--- config.mk ---
export PLATFORM = sky130hd
export DESIGN_NAME = staggered_add_pipe
export DESIGN_NICKNAME = d
export VERILOG_FILES = /design/src/rtl/staggered_add_pipe.sv
export SDC_FILE = /design/constraint.sdc
export NUM_CORES = 1
export LEC_CHECK = 0
export ABC_CLOCK_PERIOD_IN_PS = 2250
export CAP_MARGIN = 40
export CORE_MARGIN = 2
export CORE_UTILIZATION = 53
export DETAILED_ROUTE_END_ITERATION = 10
export GPL_ROUTABILITY_DRIVEN = 1
export PLACE_DENSITY = 0.8
export REMOVE_ABC_BUFFERS = 1
export SLEW_MARGIN = 10
export SYNTH_ARGS = -nofsm -noshare
export SYNTH_HDL_FRONTEND = slang
export SYNTH_SLANG_ARGS = --single-unit
--- constraint.sdc ---
create_clock -name clk -period 2.25 [get_ports clk]
set_input_delay 0.45 -clock clk [delete_from_list [all_inputs] [get_ports clk]]
set_output_delay 0.45 -clock clk [all_outputs]
set_load 0.005 [all_outputs]
--- src/rtl/staggered_add_pipe.sv ---
// Staggered carry-chain adder/subtractor: one CHUNK-bit add per pipeline stage,
// LSB chunk first, with the ripple carry registered between stages.

module staggered_add_chunk #(
  parameter int WIDTH = 32,
  parameter int CHUNK = 8,
  parameter int IDX   = 0
) (
  input  logic             clk,
  input  logic             rst_n,
  input  logic             en,
  input  logic             v_i,
  input  logic [WIDTH-1:0] a_i,
  input  logic [WIDTH-1:0] b_i,
  input  logic             c_i,
  output logic             v_o,
  output logic [WIDTH-1:0] a_o,
  output logic [WIDTH-1:0] b_o,
  output logic             c_o,
  output logic             cm_o
);
  localparam int LO = IDX * CHUNK;

  logic [CHUNK:0]   t;
  logic [WIDTH-1:0] a_n;
  logic             cm_n;

  // Completed sum chunks overwrite the operand-A bits they consumed.
  always_comb begin
    t    = {1'b0, a_i[LO +: CHUNK]} + {1'b0, b_i[LO +: CHUNK]} + {{CHUNK{1'b0}}, c_i};
    a_n  = a_i;
    a_n[LO +: CHUNK] = t[CHUNK-1:0];
    // sum bit = a ^ b ^ carry-in, so the carry into the chunk MSB falls out directly
    cm_n = t[CHUNK-1] ^ a_i[LO+CHUNK-1] ^ b_i[LO+CHUNK-1];
  end

  always_ff @(posedge clk or negedge rst_n) begin
    if (!rst_n) begin
      v_o  <= 1'b0;
      a_o  <= '0;
      b_o  <= '0;
      c_o  <= 1'b0;
      cm_o <= 1'b0;
    end else if (en) begin
      v_o  <= v_i;
      a_o  <= a_n;
      b_o  <= b_i;
      c_o  <= t[CHUNK];
      cm_o <= cm_n;
    end
  end
endmodule

module staggered_add_pipe #(
  parameter int WIDTH = 32,
  parameter int CHUNK = 8
) (
  input  logic             clk,
  input  logic             rst_n,
  input  logic             in_valid,
  output logic             in_ready,
  input  logic [WIDTH-1:0] a,
  input  logic [WIDTH-1:0] b,
  input  logic             cin,
  input  logic             sub,
  output logic             out_valid,
  input  logic             out_ready,
  output logic [WIDTH-1:0] sum,
  output logic             cout,
  output logic             ovf
);
  localparam int NUM_CHUNKS = WIDTH / CHUNK;

  if (CHUNK < 1 || CHUNK > WIDTH || (WIDTH % CHUNK) != 0) begin : g_bad_params
    $error("staggered_add_pipe: WIDTH must be a positive multiple of CHUNK");
  end

  logic stall, en;
  assign stall    = out_valid && !out_ready;
  assign en       = !stall;
  assign in_ready = !stall;

  // Input register stage
  logic             v_q, c_q;
  logic [WIDTH-1:0] a_q, b_q;

  always_ff @(posedge clk or negedge rst_n) begin
    if (!rst_n) begin
      v_q <= 1'b0;
      a_q <= '0;
      b_q <= '0;
      c_q <= 1'b0;
    end else if (en) begin
      v_q <= in_valid;
      a_q <= a;
      b_q <= sub ? ~b : b;
      c_q <= sub | cin;
    end
  end

  // Index 0 is the input register; index k+1 is the output of chunk stage k.
  logic [NUM_CHUNKS:0][WIDTH-1:0] a_s, b_s;
  logic [NUM_CHUNKS:0]            c_s, vld_pipe;
  logic [NUM_CHUNKS:1]            cm_s;

  assign a_s[0]      = a_q;
  assign b_s[0]      = b_q;
  assign c_s[0]      = c_q;
  assign vld_pipe[0] = v_q;

  for (genvar k = 0; k < NUM_CHUNKS; k++) begin : g_chunk
    staggered_add_chunk #(
      .WIDTH (WIDTH),
      .CHUNK (CHUNK),
      .IDX   (k)
    ) u_chunk (
      .clk  (clk),
      .rst_n(rst_n),
      .en   (en),
      .v_i  (vld_pipe[k]),
      .a_i  (a_s[k]),
      .b_i  (b_s[k]),
      .c_i  (c_s[k]),
      .v_o  (vld_pipe[k+1]),
      .a_o  (a_s[k+1]),
      .b_o  (b_s[k+1]),
      .c_o  (c_s[k+1]),
      .cm_o (cm_s[k+1])
    );
  end

  // Only the top chunk's MSB carry and nothing of the spent B' operand is needed past the chain.
  logic unused_tail;
  assign unused_tail = ^{b_s[NUM_CHUNKS], cm_s};

  // Retire stage resolves the flags so the output flops see no carry logic.
  logic             r_v, r_cout, r_ovf;
  logic [WIDTH-1:0] r_sum;

  always_ff @(posedge clk or negedge rst_n) begin
    if (!rst_n) begin
      r_v    <= 1'b0;
      r_sum  <= '0;
      r_cout <= 1'b0;
      r_ovf  <= 1'b0;
    end else if (en) begin
      r_v    <= vld_pipe[NUM_CHUNKS];
      r_sum  <= a_s[NUM_CHUNKS];
      r_cout <= c_s[NUM_CHUNKS];
      r_ovf  <= c_s[NUM_CHUNKS] ^ cm_s[NUM_CHUNKS];
    end
  end

  // Output register stage
  always_ff @(posedge clk or negedge rst_n) begin
    if (!rst_n) begin
      out_valid <= 1'b0;
      sum       <= '0;
      cout      <= 1'b0;
      ovf       <= 1'b0;
    end else if (en) begin
      out_valid <= r_v;
      sum       <= r_sum;
      cout      <= r_cout;
      ovf       <= r_ovf;
    end
  end
endmodule

=== Yosys cells after proc, flatten, opt, wreduce, memory -nomap -nowiden ===
Index checks and enable logic that the tools add are counted.

* Add/subtract/negate cells: 8
* Mux-type cells: 1
* Bitwise operators: 5
* Reductions and logical operators: 3

{| class="wikitable"
|+ Operator list
! operator !! number
|-
| 8-bit by 8-bit adder with 9-bit output || 4
|-
| 9-bit by 1-bit adder with 9-bit output || 4
|-
| 32-bit 2-to-1 mux || 1
|-
| 32-bit inverter || 1
|-
| 1-bit bitwise XOR || 3
|-
| 1-bit logical NOT || 2
|-
| 1-bit logical AND || 1
|-
| 1-bit OR || 1
|}

* Register bits after elaboration: 369
* Input port bits: 70
* Output and inout bits: 36
* Word-level logic and storage cells: 45

=== Depth between registers and ports, before layout ===
Gate-level depths: netlist of the first run.

* Depth after elaboration: 4
* Gate-level depth with buffers: 8
* Gate-level depth less buffers: 7

=== Hierarchy ===
Synthesis of the first run repeated with hierarchy kept, for this count alone.

* Cells, all modules: 1099
* Area, all modules: 17120.2 sq um

{| class="wikitable"
|+ Modules (own cells, without submodules)
! module !! times used !! cells an instance !! area an instance (sq um)
|-
| staggered_add_pipe || 1 || 328 || 5720.5
|-
| staggered_add_chunk at g_chunk[2].u_chunk || 1 || 196 || 2876.5
|-
| staggered_add_chunk at g_chunk[1].u_chunk || 1 || 195 || 2852.7
|-
| staggered_add_chunk at g_chunk[3].u_chunk || 1 || 195 || 2849.0
|-
| staggered_add_chunk at g_chunk[0].u_chunk || 1 || 185 || 2821.5
|}

=== Least setup slack after synthesis of the first run ===
OpenSTA, ideal clock, no wires.

* Path kind: reg-to-reg
* Start point: register g_chunk[1].u_chunk.a_o[16]
* End point: register g_chunk[2].u_chunk.c_o
* Library setup time: 124 ps
* Arrival time: 2134 ps
* Path slack: -8 ps
* Cell stages (with the launch flop): 8
* Path buffers: 0
* Cells stage by stage: dfrtp_1 fa_1 fa_1 a21o_1 a21oi_2 o21bai_1 o21a_1 o31a_1

* Word-level cells in the longest chain between the ends: 2

{| class="wikitable"
|+ RTL lines
! what !! RTL line !! RTL
|-
| start: declaration || 17 || <nowiki>output logic [WIDTH-1:0] a_o,</nowiki>
|-
| start signal: assignment || 46 || <nowiki>a_o <= a_n;</nowiki>
|-
| 8-bit by 8-bit adder with 9-bit output || 30 || <nowiki>t = {1'b0, a_i[LO +: CHUNK]} + {1'b0, b_i[LO +: CHUNK]} + {{CHUNK{1'b0}}, c_i};</nowiki>
|-
| 9-bit by 1-bit adder with 9-bit output || 30 ||
|-
| end signal: assignment || 48 || <nowiki>c_o <= t[CHUNK];</nowiki>
|-
| end: declaration || 19 || <nowiki>output logic c_o,</nowiki>
|}

Every way passes these cells.
A chain may end at the register's enable or synchronous reset.

=== Worst setup path in the final report of the first run ===
* Start point: register g_chunk[0].u_chunk.b_o[8]
* End point: register g_chunk[1].u_chunk.c_o

* Word-level cells in the longest chain between the ends: 2

{| class="wikitable"
|+ RTL lines
! what !! RTL line !! RTL
|-
| start: declaration || 18 || <nowiki>output logic [WIDTH-1:0] b_o,</nowiki>
|-
| start signal: assignment || 47 || <nowiki>b_o <= b_i;</nowiki>
|-
| 8-bit by 8-bit adder with 9-bit output || 30 ||
|-
| 9-bit by 1-bit adder with 9-bit output || 30 ||
|-
| end signal: assignment || 48 ||
|-
| end: declaration || 19 ||
|}

Every way passes these cells.

==> results.cfg, run 1 <==
[grt]
grt_pass1_wl_um = 43400
grtUsageTotal_pct = 19.66
grt_overflow_total = 0
grt_pass1_vias = 9471
grt_start_max_net_pins = 64
antenna_found_initial = 1

[clocking]
clock_latency_ps = 550
numCtsBuffers = 31
cts-root-buf = clkbuf_16
tritoncts = built
htree_levels = 1
cts_buffer_depth = 3
cts_sinks = 321
path_clk_slew_ps = 60

[timing]
report.final.slew_viol_count = 0
worst_pin_slew_ps = 393.6
period_share_pct = 97.91
finalCriticalPeriod_ps = 2203
maxSlewHeadroom_pct = 73.76
hold_viol_final = 0
holdWs_ps = 388.1
skew_ps = 7.980
finalSetupViolCount = 0
max_freq_ghz = 0.4539
grt_setup_unrepaired = yes

[power]
vdd_ir_drop_max_mv = 0.6721
finalPower_uw = 23080
powerDensity_nw_per_um2 = 1433
power_leakage_uw = 0.008126

[setup_path]
worstRegToRegCells = 7
cp.required_ps = 2680
startpoint_type = flop
critPathKind = reg -> reg
slowest_stage = fa_2
cpPeakStageDelay_ps = 440
critPathCaptureType = flop
worst_ep_arrival_time_ps = 2640
crit_fanout = 2
crit_top_cell = fa_2
crit_chain = fa_2 > fa_2 > a21o_1 > a21oi_2 > o21bai_1 > o21a_1 > o31a_1

[floorplanning]
die_h_um = 163.4
fp.dieArea_um2 = 26700
start_util_pct = 53.79
ios = 106
design.core.area_um2 = 25040
chipWidth_um = 163.4
num_rows = 58

[place]
gp_congestion = 0.8223
postPlaceCellArea_um2 = 15020
io_buffer_count = 105
hpwl_um = 16520

[routing]
antenna_left = 0
route.detailed.drc = 0
dr.pass1.iters = 6
wl_per_cell_um = 13.05
vias = 9556
viasPerCell = 4.949
drtIter0Drc = 588
wirelength_um = 25200

[yosys]
synth.area.mux_share_pct = 0
synth_top_family_by_area = simple AND/OR/NAND/NOR gates
synth_warnings = 0
synth_compound_area_share_pct = 6.132
netlist_area_um2 = 13470
synth_edf_count = 0
synth_xor_area_share_pct = 3.382
ys.flop_type = dfrtp_1
synthAdderAreaFrac_pct = 3.791
yosysSeqAreaShare_pct = 59.65
synthSimpleGateAreaFrac_pct = 23.84
ys_types = 30
async_flop_share_pct = 100.0
syn_inst = 1465
ys_ff_latch = 321
syn_avg_cell_area_um2 = 9.192

[layout]
finish.net_count = 1681
finish.utilization_pct = 64.32
syn2layout_area_growth_pct = 19.58
seq_area_um2 = 8033
fill_cells = 2025
drive_gt1_share_pct = 7.625
stdcell_area_um2 = 16100
multiInputGateArea_um2 = 5041

[min_path]
hold_path_class = in -> async

[run]
timing.max_cap.violations = 0

[status]
outcome = finished, final reports clean
## cells in the mapped netlist, types with 3 or more instances
cell	instances	share of area, %
nand2_1	827	23
dfrtp_1	321	60
o21ai_1	54	2.0
xnor2_1	43	2.8
buf_4	28	1.6
ha_1	28	2.6
clkbuf_1	26	0.72
buf_2	21	0.78
a21oi_1	14	0.52
nor2_1	12	0.33
xor2_1	9	0.59
a211oi_1	8	0.45
a21o_1	8	0.45
fa_1	8	1.2
o21a_1	8	0.45
o21bai_1	8	0.45
o21ai_0	5	0.19
a211oi_2	4	0.37
a21oi_2	4	0.26
inv_1	4	0.11
nand2b_1	4	0.19
nor2b_1	4	0.19
o31ai_1	4	0.22
a311oi_2	3	0.33
o22a_1	3	0.20
o31a_1	3	0.20
## sequential cells by signal (all words and copies together) (netlist names)
name                  flops
a_q                      32
b_q                      32
c_q                       1
cout                      1
g_chunk.u_chunk.a_o     128
g_chunk.u_chunk.b_o      48
g_chunk.u_chunk.c_o       4
g_chunk.u_chunk.cm_o      1
g_chunk.u_chunk.v_o       4
out_valid                 1
ovf                       1
r_cout                    1
r_ovf                     1
r_sum                    32
r_v                       1
sum                      32
v_q                       1
## worst paths after layout
check | from | to | slack (ps)
max | g_chunk[0].u_chunk.b_o[8] | g_chunk[1].u_chunk.c_o | 50
min | rst_n | g_chunk[2].u_chunk.a_o[2] | 390
max reg2reg | g_chunk[0].u_chunk.b_o[8] | g_chunk[1].u_chunk.c_o | 50
min reg2reg | sum[21] | sum[21] | 460
max in group asynchronous | rst_n | b_q[1] | 1140
min in group clk | a[28] | a_q[28] | 420
## final cells by class
type	instances	share of cell area (%)
repair buffers	152	9.728
inverters	5	0.1632
multi-input cells	1064	31.31
diodes	1	0.01554
clock inverters	9	0.4817
flip-flops and latches	321	49.88
well taps	330	2.564
clock buffers	49	5.859
## placed cells by master, fill, tap and decap left out, types with 5 or more instances in the layout
cell / synthesis / layout
a211oi_1: 8 / 7
a211oi_2: 4 / 5
a21o_1: 8 / 8
a21oi_1: 14 / 14
buf_12: 0 / 13
buf_4: 28 / 34
clkbuf_1: 26 / 8
clkbuf_16: 0 / 31
clkbuf_8: 0 / 10
clkdlybuf4s50_1: 0 / 102
clkinv_2: 0 / 6
dfrtp_1: 321 / 321
fa_2: 0 / 7
ha_1: 28 / 28
nand2_1: 827 / 827
nor2_1: 12 / 12
o21a_1: 8 / 8
o21ai_0: 5 / 5
o21ai_1: 54 / 54
o21bai_1: 8 / 7
xnor2_1: 43 / 43
xor2_1: 9 / 9
## critical path, delay by kind of cell (launching register included)
family | cells | cell delay (ps)
adders and majority gates | 2 | 800
AOI/OAI and AO/OA | 5 | 880
DFF | 1 | 410
## repair_timing
item,4_1_cts,5_1_grt
resized for setup,3,7
pin swaps,0,4
hold buffers,1,0
cloned,0,0
buffers inserted,0,2
endpoints found under the hold margin,42,0
endpoints found under the setup margin,4,7
## routing by layer
layer | up-vias | part of all wire, % | track usage [%]
met3 | 51 | 3.4 | 2.565
met1 | 4582 | 44 | 25.45
met5 | - | 0 | 0
li1 | 4794 | - | -
met2 | 129 | 50 | 34.62
met4 | 0 | 2.4 | 6.074
## logic make-up after synthesis
group | count (synthesis)
compound gates | 127
xor+xnor | 52
fa+ha+maj | 36
buf+inv | 80
flops | 321
simple gates | 849
## per-stage QoR
stage	TNS (ps)	setup slack, ps	instances
5_1_grt	-68.61	-36.67	1931
2_1_floorplan	-6155170	-21020	1390
6_report	0	47.01	1931
3_5_place_dp	-110.9	-50.46	1869
4_1_cts	-10.23	-10.23	1928
3_3_place_gp	-27.16	-13.73	1869
## power by group
group          total, uW  switching (uW)  internal (uW)
logic               8140            4350           3790
clock network       5120            2140           2980
registers           9830            1440           8390
total              23100            7920          15200
Note: power is estimated with default switching activity, not from simulation.
==> inputs of run 2 (changes only) <==
Settings changed: CELL_PAD_IN_SITES_DETAIL_PLACEMENT from default to 0, CELL_PAD_IN_SITES_GLOBAL_PLACEMENT from default to 2, CORE_UTILIZATION 53 to 36, DONT_BUFFER_PORTS from default to 1, PLACE_DENSITY 0.8 to 0.79.
==> results.cfg, run 2 (same netlist as run 1, synthesis figures left out) <==
[clocking]
cts_buffer_depth = 3
path_clk_slew_ps = 60
numCtsBuffers = 37
clock_latency_ps = 540
cts-root-buf = clkbuf_16
htree_levels = 2
postCtsHoldBufs = 24
cts_sinks = 321
tritoncts = built

[timing]
worst_pin_slew_ps = 1171
report.final.slew_viol_count = 0
skew_ps = 13.33
finalCriticalPeriod_ps = 2217
maxSlewHeadroom_pct = 21.96
holdWs_ps = -395.2
hold_viol_final = 321
grt_setup_unrepaired = yes
max_freq_ghz = 0.4510
period_share_pct = 98.54
finalSetupViolCount = 0

[layout]
final_cells = 1981
regMostFlops = g_chunk.u_chunk.a_o
finish.net_count = 1592
largest_reg_flops = 128
diodes = 0
stdcell_area_um2 = 15390
drive_gt1_share_pct = 6.808
final_common_cell = nand2_1
top_regs = g_chunk.u_chunk.a_o (128), g_chunk.u_chunk.b_o (48)
layout_common_cells = nand2_1, dfrtp_1, o21ai_1, xnor2_1, clkbuf_16
syn2layout_area_growth_pct = 14.29

[power]
powerDensity_nw_per_um2 = 1477
p_comb_share_pct = 31.1
power_leakage_uw = 0.007767
switching_share_pct = 34.04
p_sw_uw = 7738
power.internal_uw = 14990
vdd_ir_drop_max_mv = 0.5123
clockPowerShare_pct = 25.4
power_frac_seq_pct = 43.5

[grt]
grtUsageTotal_pct = 14.02
grt_overflow_total = 0
antenna_found_initial = 0
grt_pass1_wl_um = 44900
grt_start_max_net_pins = 322
grt_pass1_vias = 9229

[floorplanning]
design.core.area_um2 = 36700
fp.dieArea_um2 = 38970
chipWidth_um = 197.4
num_rows = 70
die_h_um = 197.4
ios = 106
start_util_pct = 36.70

[min_path]
hold_path_class = in -> async

[status]
outcome = complete, but fails checks
violations = negative hold slack

[routing]
viasPerCell = 4.595
wirelength_um = 26110
wl_per_cell_um = 13.18
route.detailed.drc = 0
dr.pass1.iters = 4
drtIter0Drc = 495
antenna_left = 0
vias = 9102

[setup_path]
critPathKind = reg -> reg
crit_fanout = 2
setup.worst_path.start = g_chunk[1].u_chunk.a_o[16]
startpoint_type = flop
worst_ep_arrival_time_ps = 2630
crit_chain = fa_2 > fa_2 > a21o_1 > a21oi_2 > o21bai_1 > o21a_1 > o31a_1
crit_top_cell = fa_2
slowest_stage = fa_2
cpPeakStageDelay_ps = 420
cp.required_ps = 2660
reg2reg_from = g_chunk[1].u_chunk.a_o[16]
critPathCaptureType = flop

[place]
gp_congestion = 0.7407
io_buffer_count = 0
hpwl_um = 15230
numPlacedInstances = 1886
postPlaceCellArea_um2 = 13930

[run]
timing.max_cap.violations = 0
## run 2: cell count changes in the layout (fill, tap and decap cells not counted), moves of 3 or more
cell / before / now
clkbuf_8: 10 / 4
buf_4: 34 / 28
clkbuf_1: 8 / 18
clkinv_2: 6 / 3
clkdlybuf4s50_1: 102 / 0
dlygate4sd3_1: 1 / 24
clkbuf_16: 31 / 39
buf_12: 13 / 5
## run 2: timing repair
item / in CTS / in global routing
setup endpoints to repair: 6 / 6
pin swaps: 2 / 14
hold endpoints to repair: 345 / 321
gates cloned: 0 / 0
gates resized for setup: 6 / 4
setup buffers: 0 / 5
## run 2: final cells by class
class | instances | area (um2)
Fill cell | 3705 | 21310
Sequential cell | 321 | 8033
Multi-Input combinational cell | 1064 | 5044
Clock buffer | 61 | 1099
Tap cell | 468 | 585.6
Timing Repair Buffer | 57 | 550.5
Clock inverter | 5 | 53.80
Inverter | 5 | 26.28
## run 2: per-stage QoR
| stage | setup WS [ps] | TNS (ps) | total power, uW | hold WS, ps | util, % |
|---|---|---|---|---|---|
| 6_report | 32.80 | 0 | 22730 | -395.2 | 41.94 |
| 5_1_grt | -53.16 | -100.4 | 24770 | -417.7 | 41.94 |
| 4_1_cts | 4.255 | 0 | 23060 | -429.4 | 41.79 |
| 3_5_place_dp | -109.2 | -312.8 | 17040 | 162.0 | 37.95 |
| 3_3_place_gp | -74.36 | -140.1 | 16850 | 164.2 | 37.95 |
| 2_1_floorplan | -21020 | -6155170 | 12490 | 154.4 | - |
## run 2: final timing paths
check	to	slack, ps	depth (start not counted)
worst max-delay path	g_chunk[2].u_chunk.c_o	30	7
worst min-delay path	r_sum[5]	-400	0
worst max register to register	g_chunk[2].u_chunk.c_o	30	7
worst min register to register	r_sum[7]	460	2
max in group asynchronous	sum[0]	1680	0
min in group clk	a_q[22]	40	2
## run 2: routing by layer
metal  part of all wire [%]  global-route usage [%]  routed length (um)
met3                    3.3                   2.698                 853
met1                     48                   18.86               12600
met4                    2.5                   5.653                 652
met5                      0                       0                   0
met2                     46                   22.37               12000
## run 2: critical path, delay by kind of cell, from the launching register on
kind                     cells  cell delay (ps)
AO/OA/AOI/OAI                5              880
adder cells (fa/ha/maj)      2              790
flip-flops                   1              400
## run 2: power by group through the flow
| stage | clock network (uW) | registers [uW] | logic, uW |
|---|---|---|---|
| after global routing | 6220 | 10200 | 8300 |
| after detailed placement | 0 | 10000 | 7020 |
| after CTS | 6000 | 9950 | 7110 |
| after global placement | 0 | 9940 | 6910 |
| final | 5770 | 9890 | 7070 |
| after floorplan | 0 | 8830 | 3650 |
==> inputs of run 3 (changes only) <==
Settings changed: CAP_MARGIN 40 to 5.
==> results of run 3 <==
Same layout as run 2: the final DEF is identical, and so are final timing and power.
